==> src/rtl/kyber_pkg.sv <==
// Shared Kyber constants, coefficient type, CBD sampler state encoding and a small popcount helper.
package kyber_pkg;

    localparam int KYBER_N = 256;
    localparam int KYBER_Q = 3329;

    typedef logic [11:0] coef_t;

    typedef enum logic [1:0] {
        IDLE = 2'd0,
        RUN  = 2'd1,
        DONE = 2'd2
    } cbd_state_e;

    function automatic logic [1:0] popcount3(input logic [2:0] v);
        return {1'b0, v[0]} + {1'b0, v[1]} + {1'b0, v[2]};
    endfunction

endpackage

==> src/rtl/cbd_sampler_stream_if.sv <==
// Byte-in / coefficient-out valid-ready stream bundle for the CBD sampler.
interface cbd_sampler_stream_if #(
    parameter int COEF_W = 12
);
    logic [7:0]        s_data;
    logic              s_valid;
    logic              s_ready;
    logic [COEF_W-1:0] m_data;
    logic              m_valid;
    logic              m_ready;
    logic              m_last;

    modport slave (
        input  s_data, s_valid, m_ready,
        output s_ready, m_data, m_valid, m_last
    );

    modport master (
        output s_data, s_valid, m_ready,
        input  s_ready, m_data, m_valid, m_last
    );
endinterface

==> src/rtl/cbd_coef_unit.sv <==
// Combinational CBD_eta coefficient: popcount(low ETA bits) - popcount(high ETA bits).
// With CBD_MODQ_EN defined the result is the canonical residue mod KYBER_Q, otherwise two's complement.
module cbd_coef_unit
    import kyber_pkg::*;
#(
    parameter int ETA    = 2,
    parameter int COEF_W = 12
) (
    input  logic [2*ETA-1:0]  bits,
    output logic [COEF_W-1:0] coef_out
);

    localparam logic [COEF_W-1:0] Q_W = COEF_W'(KYBER_Q);

    logic [2:0]               a_bits_s;
    logic [2:0]               b_bits_s;
    logic [1:0]               a_s;
    logic [1:0]               b_s;
    logic signed [COEF_W-1:0] coef_s;

    // Popcount both halves and form the signed difference
    always_comb begin
        a_bits_s          = 3'b000;
        b_bits_s          = 3'b000;
        a_bits_s[ETA-1:0] = bits[ETA-1:0];
        b_bits_s[ETA-1:0] = bits[2*ETA-1:ETA];
        a_s               = popcount3(a_bits_s);
        b_s               = popcount3(b_bits_s);
        coef_s            = $signed(COEF_W'(a_s) - COEF_W'(b_s));
    end

    // Output encoding of the coefficient
    always_comb begin
`ifdef CBD_MODQ_EN
        if (coef_s[COEF_W-1]) begin
            coef_out = $unsigned(coef_s) + Q_W;
        end else begin
            coef_out = $unsigned(coef_s);
        end
`else
        coef_out = $unsigned(coef_s);
`endif
    end

endmodule

==> src/rtl/cbd_sampler_stream.sv <==
// Streaming CBD_eta sampler: 64*ETA PRF bytes in, N coefficients out, both over valid/ready.
// Optional build macro CBD_MODQ_EN selects mod-q residue output instead of two's complement.
module cbd_sampler_stream
    import kyber_pkg::*;
#(
    parameter int ETA    = 2,
    parameter int N      = KYBER_N,
    parameter int COEF_W = 12
) (
    input  logic                  clk,
    input  logic                  reset,
    input  logic                  start,
    cbd_sampler_stream_if.slave   strm,
    output logic                  busy,
    output logic                  done
);

    localparam int              CBW    = 2 * ETA;
    localparam logic [4:0]      CB_W   = 5'(CBW);
    localparam logic [7:0]      BYTES  = 8'(64 * ETA);
    localparam logic [8:0]      N_W    = 9'(N);

    generate
        if (ETA != 2 && ETA != 3) begin : g_eta_check
            $error("cbd_sampler_stream: ETA must be 2 or 3");
        end
    endgenerate

    cbd_state_e        state_r;
    logic              busy_r;
    logic              done_r;
    logic [15:0]       buf_r;
    logic [4:0]        bit_cnt_r;
    logic [7:0]        byte_cnt_r;
    logic [8:0]        coef_cnt_r;
    logic [COEF_W-1:0] m_data_r;
    logic              m_valid_r;
    logic              m_last_r;

    logic              go_s;
    logic              ready_s;
    logic              push_s;
    logic              pop_s;
    logic [4:0]        push_pos_s;
    logic [15:0]       buf_nxt_s;
    logic [4:0]        bit_cnt_nxt_s;
    logic [COEF_W-1:0] coef_data_s;

    assign go_s    = (state_r == IDLE) && start;
    // s_ready depends on registers only, so it never loops through m_ready.
    assign ready_s = (state_r == RUN) && (byte_cnt_r < BYTES) && (bit_cnt_r < CB_W);
    assign push_s  = ready_s && strm.s_valid;
    assign pop_s   = (state_r == RUN) && (!m_valid_r || strm.m_ready)
                     && (bit_cnt_r >= CB_W) && (coef_cnt_r < N_W);

    cbd_coef_unit #(
        .ETA    (ETA),
        .COEF_W (COEF_W)
    ) u_coef (
        .bits     (buf_r[CBW-1:0]),
        .coef_out (coef_data_s)
    );

    // Next bit-buffer contents: pop shifts out one coefficient, push lands above the remaining bits
    always_comb begin
        buf_nxt_s     = buf_r;
        push_pos_s    = bit_cnt_r;
        bit_cnt_nxt_s = bit_cnt_r;
        if (pop_s) begin
            buf_nxt_s     = buf_r >> CBW;
            push_pos_s    = bit_cnt_r - CB_W;
            bit_cnt_nxt_s = bit_cnt_r - CB_W;
        end else begin
            push_pos_s    = bit_cnt_r;
        end
        if (push_s) begin
            buf_nxt_s     = buf_nxt_s | (16'(strm.s_data) << push_pos_s);
            bit_cnt_nxt_s = bit_cnt_nxt_s + 5'd8;
        end else begin
            buf_nxt_s     = buf_nxt_s;
        end
    end

    // Control FSM with registered busy/done
    always_ff @(posedge clk or negedge reset) begin
        if (!reset) begin
            state_r <= IDLE;
            busy_r  <= 1'b0;
            done_r  <= 1'b0;
        end else begin
            case (state_r)
                IDLE: begin
                    done_r <= 1'b0;
                    if (start) begin
                        state_r <= RUN;
                        busy_r  <= 1'b1;
                    end
                end
                RUN: begin
                    if (m_valid_r && strm.m_ready && m_last_r) begin
                        state_r <= DONE;
                        done_r  <= 1'b1;
                    end
                end
                DONE: begin
                    state_r <= IDLE;
                    busy_r  <= 1'b0;
                    done_r  <= 1'b0;
                end
                default: begin
                    state_r <= IDLE;
                    busy_r  <= 1'b0;
                    done_r  <= 1'b0;
                end
            endcase
        end
    end

    // Bit buffer, byte/coefficient counters and output register
    always_ff @(posedge clk or negedge reset) begin
        if (!reset) begin
            buf_r      <= 16'h0000;
            bit_cnt_r  <= 5'd0;
            byte_cnt_r <= 8'd0;
            coef_cnt_r <= 9'd0;
            m_data_r   <= '0;
            m_valid_r  <= 1'b0;
            m_last_r   <= 1'b0;
        end else if (go_s) begin
            buf_r      <= 16'h0000;
            bit_cnt_r  <= 5'd0;
            byte_cnt_r <= 8'd0;
            coef_cnt_r <= 9'd0;
            m_data_r   <= '0;
            m_valid_r  <= 1'b0;
            m_last_r   <= 1'b0;
        end else begin
            buf_r     <= buf_nxt_s;
            bit_cnt_r <= bit_cnt_nxt_s;
            if (push_s) begin
                byte_cnt_r <= byte_cnt_r + 8'd1;
            end
            if (pop_s) begin
                coef_cnt_r <= coef_cnt_r + 9'd1;
                m_data_r   <= coef_data_s;
                m_valid_r  <= 1'b1;
                m_last_r   <= (coef_cnt_r == N_W - 9'd1);
            end else if (strm.m_ready) begin
                m_valid_r  <= 1'b0;
                m_last_r   <= 1'b0;
            end
        end
    end

    assign strm.s_ready = ready_s;
    assign strm.m_data  = m_data_r;
    assign strm.m_valid = m_valid_r;
    assign strm.m_last  = m_last_r;
    assign busy         = busy_r;
    assign done         = done_r;

endmodule

==> src/flat_wrapper.sv <==
// flat-port wrapper written by rule: the top's interface ports become plain ports
module cbd_sampler_stream_flat import kyber_pkg::*;
#(
    parameter int ETA    = 2,
    parameter int N      = KYBER_N,
    parameter int COEF_W = 12
)
  (clk, reset, start, busy, done, strm_s_data, strm_s_valid, strm_m_ready, strm_s_ready, strm_m_data, strm_m_valid, strm_m_last);
  cbd_sampler_stream_if #(.COEF_W(COEF_W)) strm_i ();
  input  logic clk;
  input  logic reset;
  input  logic start;
  output logic busy;
  output logic done;
  input wire logic [$bits(strm_i.s_data)-1:0] strm_s_data;
  input wire logic [$bits(strm_i.s_valid)-1:0] strm_s_valid;
  input wire logic [$bits(strm_i.m_ready)-1:0] strm_m_ready;
  output wire logic [$bits(strm_i.s_ready)-1:0] strm_s_ready;
  output wire logic [$bits(strm_i.m_data)-1:0] strm_m_data;
  output wire logic [$bits(strm_i.m_valid)-1:0] strm_m_valid;
  output wire logic [$bits(strm_i.m_last)-1:0] strm_m_last;
  assign strm_i.s_data = strm_s_data;
  assign strm_i.s_valid = strm_s_valid;
  assign strm_i.m_ready = strm_m_ready;
  assign strm_s_ready = strm_i.s_ready;
  assign strm_m_data = strm_i.m_data;
  assign strm_m_valid = strm_i.m_valid;
  assign strm_m_last = strm_i.m_last;
  cbd_sampler_stream #(.ETA(ETA), .N(N), .COEF_W(COEF_W)) u_core (.clk(clk), .reset(reset), .start(start), .strm(strm_i), .busy(busy), .done(done));
endmodule
==> config.mk <==
export PLATFORM = sky130hd
export DESIGN_NAME = cbd_sampler_stream_flat
export DESIGN_NICKNAME = d
export VERILOG_FILES = /design/src/rtl/kyber_pkg.sv /design/src/rtl/cbd_sampler_stream_if.sv /design/src/rtl/cbd_coef_unit.sv /design/src/rtl/cbd_sampler_stream.sv /design/src/flat_wrapper.sv
export SDC_FILE = /design/constraint.sdc
export NUM_CORES = 1
export LEC_CHECK = 0
export ABC_AREA = 1
export CORE_UTILIZATION = 60
export DETAILED_ROUTE_END_ITERATION = 7
export PLACE_DENSITY_LB_ADDON = 0.1
export SYNTH_ARGS = -nofsm -noshare
export SYNTH_HDL_FRONTEND = slang
export SYNTH_SLANG_ARGS = --single-unit
==> constraint.sdc <==
create_clock -name clk -period 2.46 [get_ports clk]
set_input_delay 0.492 -clock clk [delete_from_list [all_inputs] [get_ports clk]]
set_output_delay 0.492 -clock clk [all_outputs]
set_load 0.1 [all_outputs]
==> summary.txt, run 1 <==
Run status
  – Status: completed

Die
  – Die area: 4386 um2
  – Io pins: 30
  – Starting Density: 65.15%
  – Die width: 66.23 um
  – FP Rows: 22
  – Die height: 66.23 um
  – Core area: 3799 um2

GRT
  – Global-route wire length before repair: 8.466 mm
  – Vias in the first global route: 1968
  – Gr usage total: 26.07%
  – Initial antenna violation count: 0
  – Largest net degree at the start of global routing: 46
  – Gr ovfl total: 0

Clocking
  – Hold buffer count at cts: 0
  – Reg clk slew, reported paths: 80 ps
  – Htree depth: 2
  – Setup Buffers After CTS: 0
  – Post-cts resize count: 0
  – Num CTS Buffers: 5
  – CTS tree: done
  – Latest clock arrival within the worst-skew pair: 310 ps
  – Clock Tree Buf Depth: 2
  – Clock Root Buffer: clkbuf_8
  – Sink Count: 45

Yosys
  – Number of synthesized flops with an enable pin: 0
  – Synth Area in Compound Gates: 10.87%
  – Syn nets: 311
  – Post-Synth Simple-Gate Area: 24.92%
  – Post-synthesis mux area share: 3.640%
  – Fraction of the mapped netlist area in adder cells: 4.348%
  – Synth Area per Inst: 8.534 um2
  – Yosys warnings: 0
  – Distinct cells, synth: 34
  – Seq/Total Area, Yosys: 45.50%
  – Cell area after synthesis: 2475 um2
  – Syn Inst Count: 290
  – Top_reg_cell synth: dfrtp_1
  – Largest family of logic cells by synthesized area: simple AND/OR/NAND/NOR gates
  – Ys async rst share: 100.0%
  – Yosys reg bits: 45
  – Post-synthesis xor/xnor area fraction: 1.416%

Timing
  – Post-Route Skew: 8.132 ps
  – Fmax: 519.1 MHz
  – Setup TNS: 0 ps
  – Worst slew margin: 69.04%
  – Worst-margin pin slew: 463.3 ps
  – Period utilization: 78.32%
  – Post-layout minimum cycle time: 1927 ps
  – Fin. Hold Viols: 0
  – WHS: 141.4 ps
  – Fin. max-slew vios: 0
  – Final setup viols: 0
  – RSZ-0062 raised after global routing: no

Route
  – First-pass DRT Iterations: 4
  – Drt via density: 5.403
  – Detail Route Antenna Nets: 0
  – Routed WL: 4.797 mm
  – Initial DRC Count: 82
  – Routed wire per std cell: 13.14 um
  – Vias post-DR: 1972
  – # DRC: 0

Setup path
  – Critical R2R Capture: u_core.buf_r[15]
  – CP Launch Point: u_core.bit_cnt_r[4]
  – Req. time, crit path: 2700 ps
  – Most common cell type on the critical path: nand2_1
  – Crit-path cells: nor2_4 > nand2_1 > nor3_4 > nand2_1 > inv_2 > nand2_4 > nor2_2 > inv_1 > o21ai_1
  – Kind of start point of the critical path: register
  – Critical path class: register to register
  – Worst setup EP type: register
  – Worst Reg2Reg Path Length in Cells: 9
  – CP endpoint: u_core.buf_r[15]
  – Crit-path max FO: 12
  – Delay of the slowest critical-path stage: 430 ps
  – Worst Path Arrival: 2170 ps
  – R2r setup slk: 530 ps
  – Slowest CP cell: dfrtp_1
  – R2r startpoint: u_core.bit_cnt_r[4]

Hold path
  – HP Class: input pin to asynchronous set/reset pin

Pwr
  – Internal power: 1.830 mW
  – Switching pwr: 1.764 mW
  – Leakage: 1.437 nW
  – Pwr dens: 1252 nW/um2
  – Sw frac: 49.08%
  – Comb pwr share: 53.5%
  – Clock power share: 16.4%
  – Sequential Power Share: 30.1%
  – Worst vdd ir: 0.5201 mV
  – Power Total: 3.594 mW

Final layout
  – Finished Cell Area: 2872 um2
  – Final Core Density: 75.59%
  – Layout cells sized above 1: 16.40%
  – Area grow syn2layout: 16.03%
  – Nets: 337
  – Diodes inserted: 0

Placement
  – Gpl congestion: 0.8688
  – Port bufs: 29
  – Post-placement cell area: 2751 um2
  – DPL Wire Length: 3.422 mm

Job
  – Max_cap viols: 0
how the worst min path moves through the flow:
| stage | end | from | cells after the start |
|---|---|---|---|
| 2_1_floorplan | u_core.bit_cnt_r[2] | reset | 0 |
| 3_3_place_gp | u_core.coef_cnt_r[7] | u_core.coef_cnt_r[7] | 1 |
| 3_5_place_dp | u_core.coef_cnt_r[7] | u_core.coef_cnt_r[7] | 1 |
| 4_1_cts | u_core.coef_cnt_r[4] | reset | 2 |
| 5_1_grt | u_core.coef_cnt_r[8] | reset | 2 |
| 6_report | u_core.coef_cnt_r[8] | reset | 2 |
sequential cells by signal, summed over array words and instances, names as in the netlist:
| signal | flops |
|---|---|
| u_core.strm.m_data | 3 |
| u_core.coef_cnt_r | 9 |
| u_core.buf_r | 16 |
| u_core.bit_cnt_r | 3 |
| u_core.state_r | 2 |
| u_core.busy | 1 |
| u_core.strm.m_valid | 1 |
| u_core.strm.m_last | 1 |
| u_core.byte_cnt_r | 8 |
| u_core.done | 1 |
synth_stat cells (3+ instances only):
cell	number	area, um2
nand2_4	3	33.78
nor2_2	3	18.77
nor3_2	3	30.03
nor2_1	21	78.83
o31ai_1	3	22.52
ha_1	7	87.58
inv_1	29	108.9
nand3_1	13	65.06
buf_2	4	20.02
mux2i_1	9	90.09
a32o_1	4	40.04
buf_4	10	75.07
inv_2	4	15.01
o21ai_1	3	15.01
o21ai_0	12	60.06
a21oi_1	19	95.09
xor2_1	3	26.28
nand2_1	76	285.3
dfrtp_1	45	1126
logic make-up (layout without fill, tap and decap cells):
group | count (synthesis) | count (layout)
AND/OR/NAND/NOR | 128 | 128
buffers and inverters | 50 | 77
AO/OA/AOI/OAI | 46 | 46
flip-flops | 45 | 45
multiplexers | 9 | 9
adder cells (fa/ha/maj) | 8 | 8
XOR/XNOR | 4 | 4
power groups by stage:
stage	Combinational [mW]	Sequential, mW	Clock, mW
global placement	1.88	1.09	0
global route	2.13	1.11	0.633
detailed placement	1.92	1.10	0
floorplan	1.42	1.23	0
CTS	1.94	1.08	0.606
finish	1.92	1.08	0.589
final cells by class:
| class | count | area [um2] |
|---|---|---|
| tap | 48 | 60.06 |
| clock inverter | 2 | 37.54 |
| multi-input combinational | 195 | 1125 |
| clock buffer | 6 | 82.58 |
| inverter | 34 | 127.6 |
| fill | 288 | 927.1 |
| sequential | 45 | 1126 |
| timing repair buffer | 35 | 312.8 |
cell usage in the layout, fill, tap and decap left out, types with 4 or more instances in the layout:
cell | Yosys | final
ha_1 | 7 | 7
o21ai_0 | 12 | 12
dfrtp_1 | 45 | 45
a21oi_1 | 19 | 19
a32o_1 | 4 | 4
nand3_1 | 13 | 13
clkbuf_8 | 0 | 6
inv_2 | 4 | 4
nand2_1 | 76 | 76
nor2_1 | 21 | 21
inv_1 | 29 | 29
clkdlybuf4s50_1 | 0 | 11
buf_4 | 10 | 21
mux2i_1 | 9 | 9
worst max-delay path: cells and delay by family, from the launching register on:
| kind | cells | cell delay [ps] |
|---|---|---|
| flip-flops | 1 | 430 |
| buffers and inverters | 2 | 310 |
| AO/OA/AOI/OAI | 1 | 110 |
| AND/OR/NAND/NOR | 6 | 1010 |
per-stage QoR:
stage | setup WS, ps | cells
after global routing | 332.7 | 365
after floorplan | 206.4 | 290
after global placement | 326.7 | 357
final | 533.4 | 365
after detailed placement | 267.7 | 357
after CTS | 520.5 | 365
metal layers:
layer,routed length (um),global-route usage (%)
met5,0,0
met4,89,10.11
met3,225,6.552
met2,2371,44.52
met1,2110,31.39
Note: power is estimated with default switching activity, not from simulation.
==> inputs of run 2 (changes only) <==
--- a/config.mk
+++ b/config.mk
@@ -6,7 +6,7 @@
 export NUM_CORES = 1
 export LEC_CHECK = 0
 export ABC_AREA = 1
-export CORE_UTILIZATION = 60
+export CORE_UTILIZATION = 50
 export DETAILED_ROUTE_END_ITERATION = 7
 export PLACE_DENSITY_LB_ADDON = 0.1
 export SYNTH_ARGS = -nofsm -noshare
==> constraint.sdc (replaced) <==
create_clock -name clk -period 1.75 [get_ports clk]
set_input_delay 0.35 -clock clk [delete_from_list [all_inputs] [get_ports clk]]
set_output_delay 0.35 -clock clk [all_outputs]
set_load 0.1 [all_outputs]
==> run 2 against run 1 <==
  * Wire length rose by 19%
  * Sequential cell count did not move
  * Cell area grew 21%
  * Combinational power up 99%
  * Core utilization decreased by 2.5 points
  * Sequential share of layout area fell by 6.7 points
  * Cell count up 14%
  * Count of clock-buffer cells in the layout decreased by 1
  * Register-to-register slack worse by 500 ps
  * Critical path depth decreased by 4
  * Clock skew about the same
  * Critical path type is now register to output pin
  * Critical endpoint is now strm_s_ready
  * Largest cell class is now multi-input combinational cells
==> summary.txt, run 2 (synthesis gave the netlist of run 1 again) <==
Run status
  – Status: completed

GRT
  – Gr usage total: 22.37% (-3.7 points)
  – Gr ovfl total: 0 (unchanged)
  – Global-route wire length before repair: 8.783 mm (+3.7%)
  – Vias in the first global route: 1948 (-1.0%)
  – Largest net degree at the start of global routing: 21 (-54%)
  – Initial antenna violation count: 0 (unchanged)

Setup path
  – Kind of start point of the critical path: register
  – R2r startpoint: u_core.bit_cnt_r[2]
  – Crit-path max FO: 2 (-10)
  – Req. time, crit path: 1400 ps (-1300 ps)
  – Worst setup EP type: output pin
  – CP Launch Point: u_core.bit_cnt_r[3]
  – CP endpoint: strm_s_ready
  – Worst Reg2Reg Path Length in Cells: 10 (+1)
  – R2r setup slk: 30 ps (-500 ps)
  – Critical path class: register to output pin
  – Worst Path Arrival: 1400 ps (-770 ps)
  – Critical R2R Capture: u_core.buf_r[1]

Die
  – Starting Density: 52.05% (-13 points)
  – Die width: 72.36 um (+9.3%)
  – Core area: 4755 um2 (+25%)
  – Die height: 72.36 um (+9.3%)
  – Die area: 5235 um2 (+19%)
  – Io pins: 30 (unchanged)
  – FP Rows: 25 (+14%)

Route
  – Initial DRC Count: 77 (-6.1%)
  – Routed WL: 5.695 mm (+19%)
  – Drt via density: 5.055 (-6.4%)
  – First-pass DRT Iterations: 4 (unchanged)
  – Detail Route Antenna Nets: 0 (unchanged)
  – Vias post-DR: 2108 (+6.9%)
  – Routed wire per std cell: 13.66 um (+3.9%)
  – # DRC: 0 (unchanged)

Clocking
  – Latest clock arrival within the worst-skew pair: 300 ps (about the same)
  – Htree depth: 2 (unchanged)
  – Clock Tree Buf Depth: 2 (unchanged)
  – Num CTS Buffers: 5 (unchanged)
  – Clock Root Buffer: clkbuf_8
  – Sink Count: 45 (unchanged)
  – CTS tree: done
  – Reg clk slew, reported paths: 80 ps (about the same)

Timing
  – Worst slew margin: 67.65% (-1.4 points)
  – Post-Route Skew: 8.326 ps (+0.1934 ps)
  – Fmax: 572.5 MHz
  – Fin. max-slew vios: 0 (unchanged)
  – Setup TNS: 0 ps (unchanged)
  – Period utilization: 99.81%
  – RSZ-0062 raised after global routing: yes
  – Fin. Hold Viols: 0 (unchanged)
  – WHS: 468.7 ps (+327.3 ps)
  – Final setup viols: 0 (unchanged)
  – Worst-margin pin slew: 485.3 ps (+21.97 ps)
  – Post-layout minimum cycle time: 1747 ps

Final layout
  – Most frequent cells in the layout: 68 x nand2_1, 43 x dfrtp_1, 32 x buf_4
  – Most common cell after layout, fill and taps aside: nand2_1
  – Area grow syn2layout: 40.39%
  – Layout cells sized above 1: 31.43% (+15 points)
  – Diodes inserted: 0 (unchanged)
  – Largest registers: u_core.buf_r x16, u_core.coef_cnt_r x9, u_core.byte_cnt_r x8
  – Final cell count without fillers: 417 (+14%)
  – Final Core Density: 73.08% (-2.5 points)
  – Max reg flops: 16 (unchanged)
  – Nets: 370 (+9.8%)
  – Filler cells: 354 (+23%)
  – Largest Register: u_core.buf_r

Hold path
  – HP Class: register to register

Placement
  – Gpl congestion: 0.8450 (-2.7%)
  – DPL Wire Length: 3.936 mm (+15%)
  – Port bufs: 29 (unchanged)
  – DP Cell Count: 396 (+11%)

Job
  – Max_cap viols: 0 (unchanged)

Pwr
  – Leakage: 1.673 nW (+16%)
  – Worst vdd ir: 0.8876 mV (+71%)
  – Pwr dens: 1819 nW/um2 (+45%)
run 2: cell count changes in the layout (fill, tap and decap cells not counted), sizes merged:
| cell | change |
|---|---|
| buf | +31 |
| bufinv | +1 |
| clkbuf | -1 |
| clkinv | +1 |
| clkinvlp | -1 |
| dlygate4sd3 | +1 |
| nor2 | +1 |
run 2: stage by stage:
step           cell area, um2  power, mW  worst slack [ps]
3_5_place_dp             3157      4.986            -222.0
6_report                 3475      6.320             3.333
2_1_floorplan            2519      3.782            -456.4
3_3_place_gp             3157      4.914            -169.1
4_1_cts                  3367      6.044             2.636
5_1_grt                  3475      6.688            -86.08
run 2: final cells by class:
type / instances / area, um2 / share of cell area, %
clock inverters: 3 / 65.06 / 1.873
inverters: 34 / 127.6 / 3.673
repair buffers: 67 / 770.7 / 22.18
multi-input cells: 196 / 1230 / 35.40
well taps: 67 / 83.83 / 2.413
flip-flops and latches: 45 / 1129 / 32.48
clock buffers: 5 / 68.82 / 1.981
run 2: what timing repair did:
item / CTS / global route
endpoints found under the setup margin: 5 / 29
gates resized for setup: 2 / 24
cloned: 0 / 2
pin swaps: 3 / 10
hold endpoints to repair: 18 / 0
buffers inserted: 8 / 2
hold buffers: 1 / 0
run 2: worst min path at each step:
stage	from	to	slack [ps]	cells after the start
floorplan	reset	u_core.bit_cnt_r[2]	50	0
finish	u_core.coef_cnt_r[7]	u_core.coef_cnt_r[7]	470	1
global route	u_core.coef_cnt_r[7]	u_core.coef_cnt_r[7]	500	1
CTS	u_core.coef_cnt_r[7]	u_core.coef_cnt_r[7]	470	1
detailed placement	reset	u_core.busy	320	1
global placement	reset	u_core.state_r[1]	320	1
run 2: worst max-delay path: stages (launching register included):
cell     delay [ps]
dfrtp_1         410
nor2_4          130
nand2_2          70
nor3_4          200
buf_6           130
buf_12          160
run 2: where the power goes:
part	switching (mW)	total, mW	internal [mW]
Clock	0.363	0.930	0.567
Sequential	0.266	1.57	1.31
Combinational	2.21	3.82	1.60
run 2: routing by layer:
metal  global-route usage (%)  part of all wire, %  wire [um]
met5                        0                    0          0
met4                    7.843                  1.6         89
met3                    5.000                  3.0        173
met2                    37.28                   50       2868
met1                    28.74                   45       2562
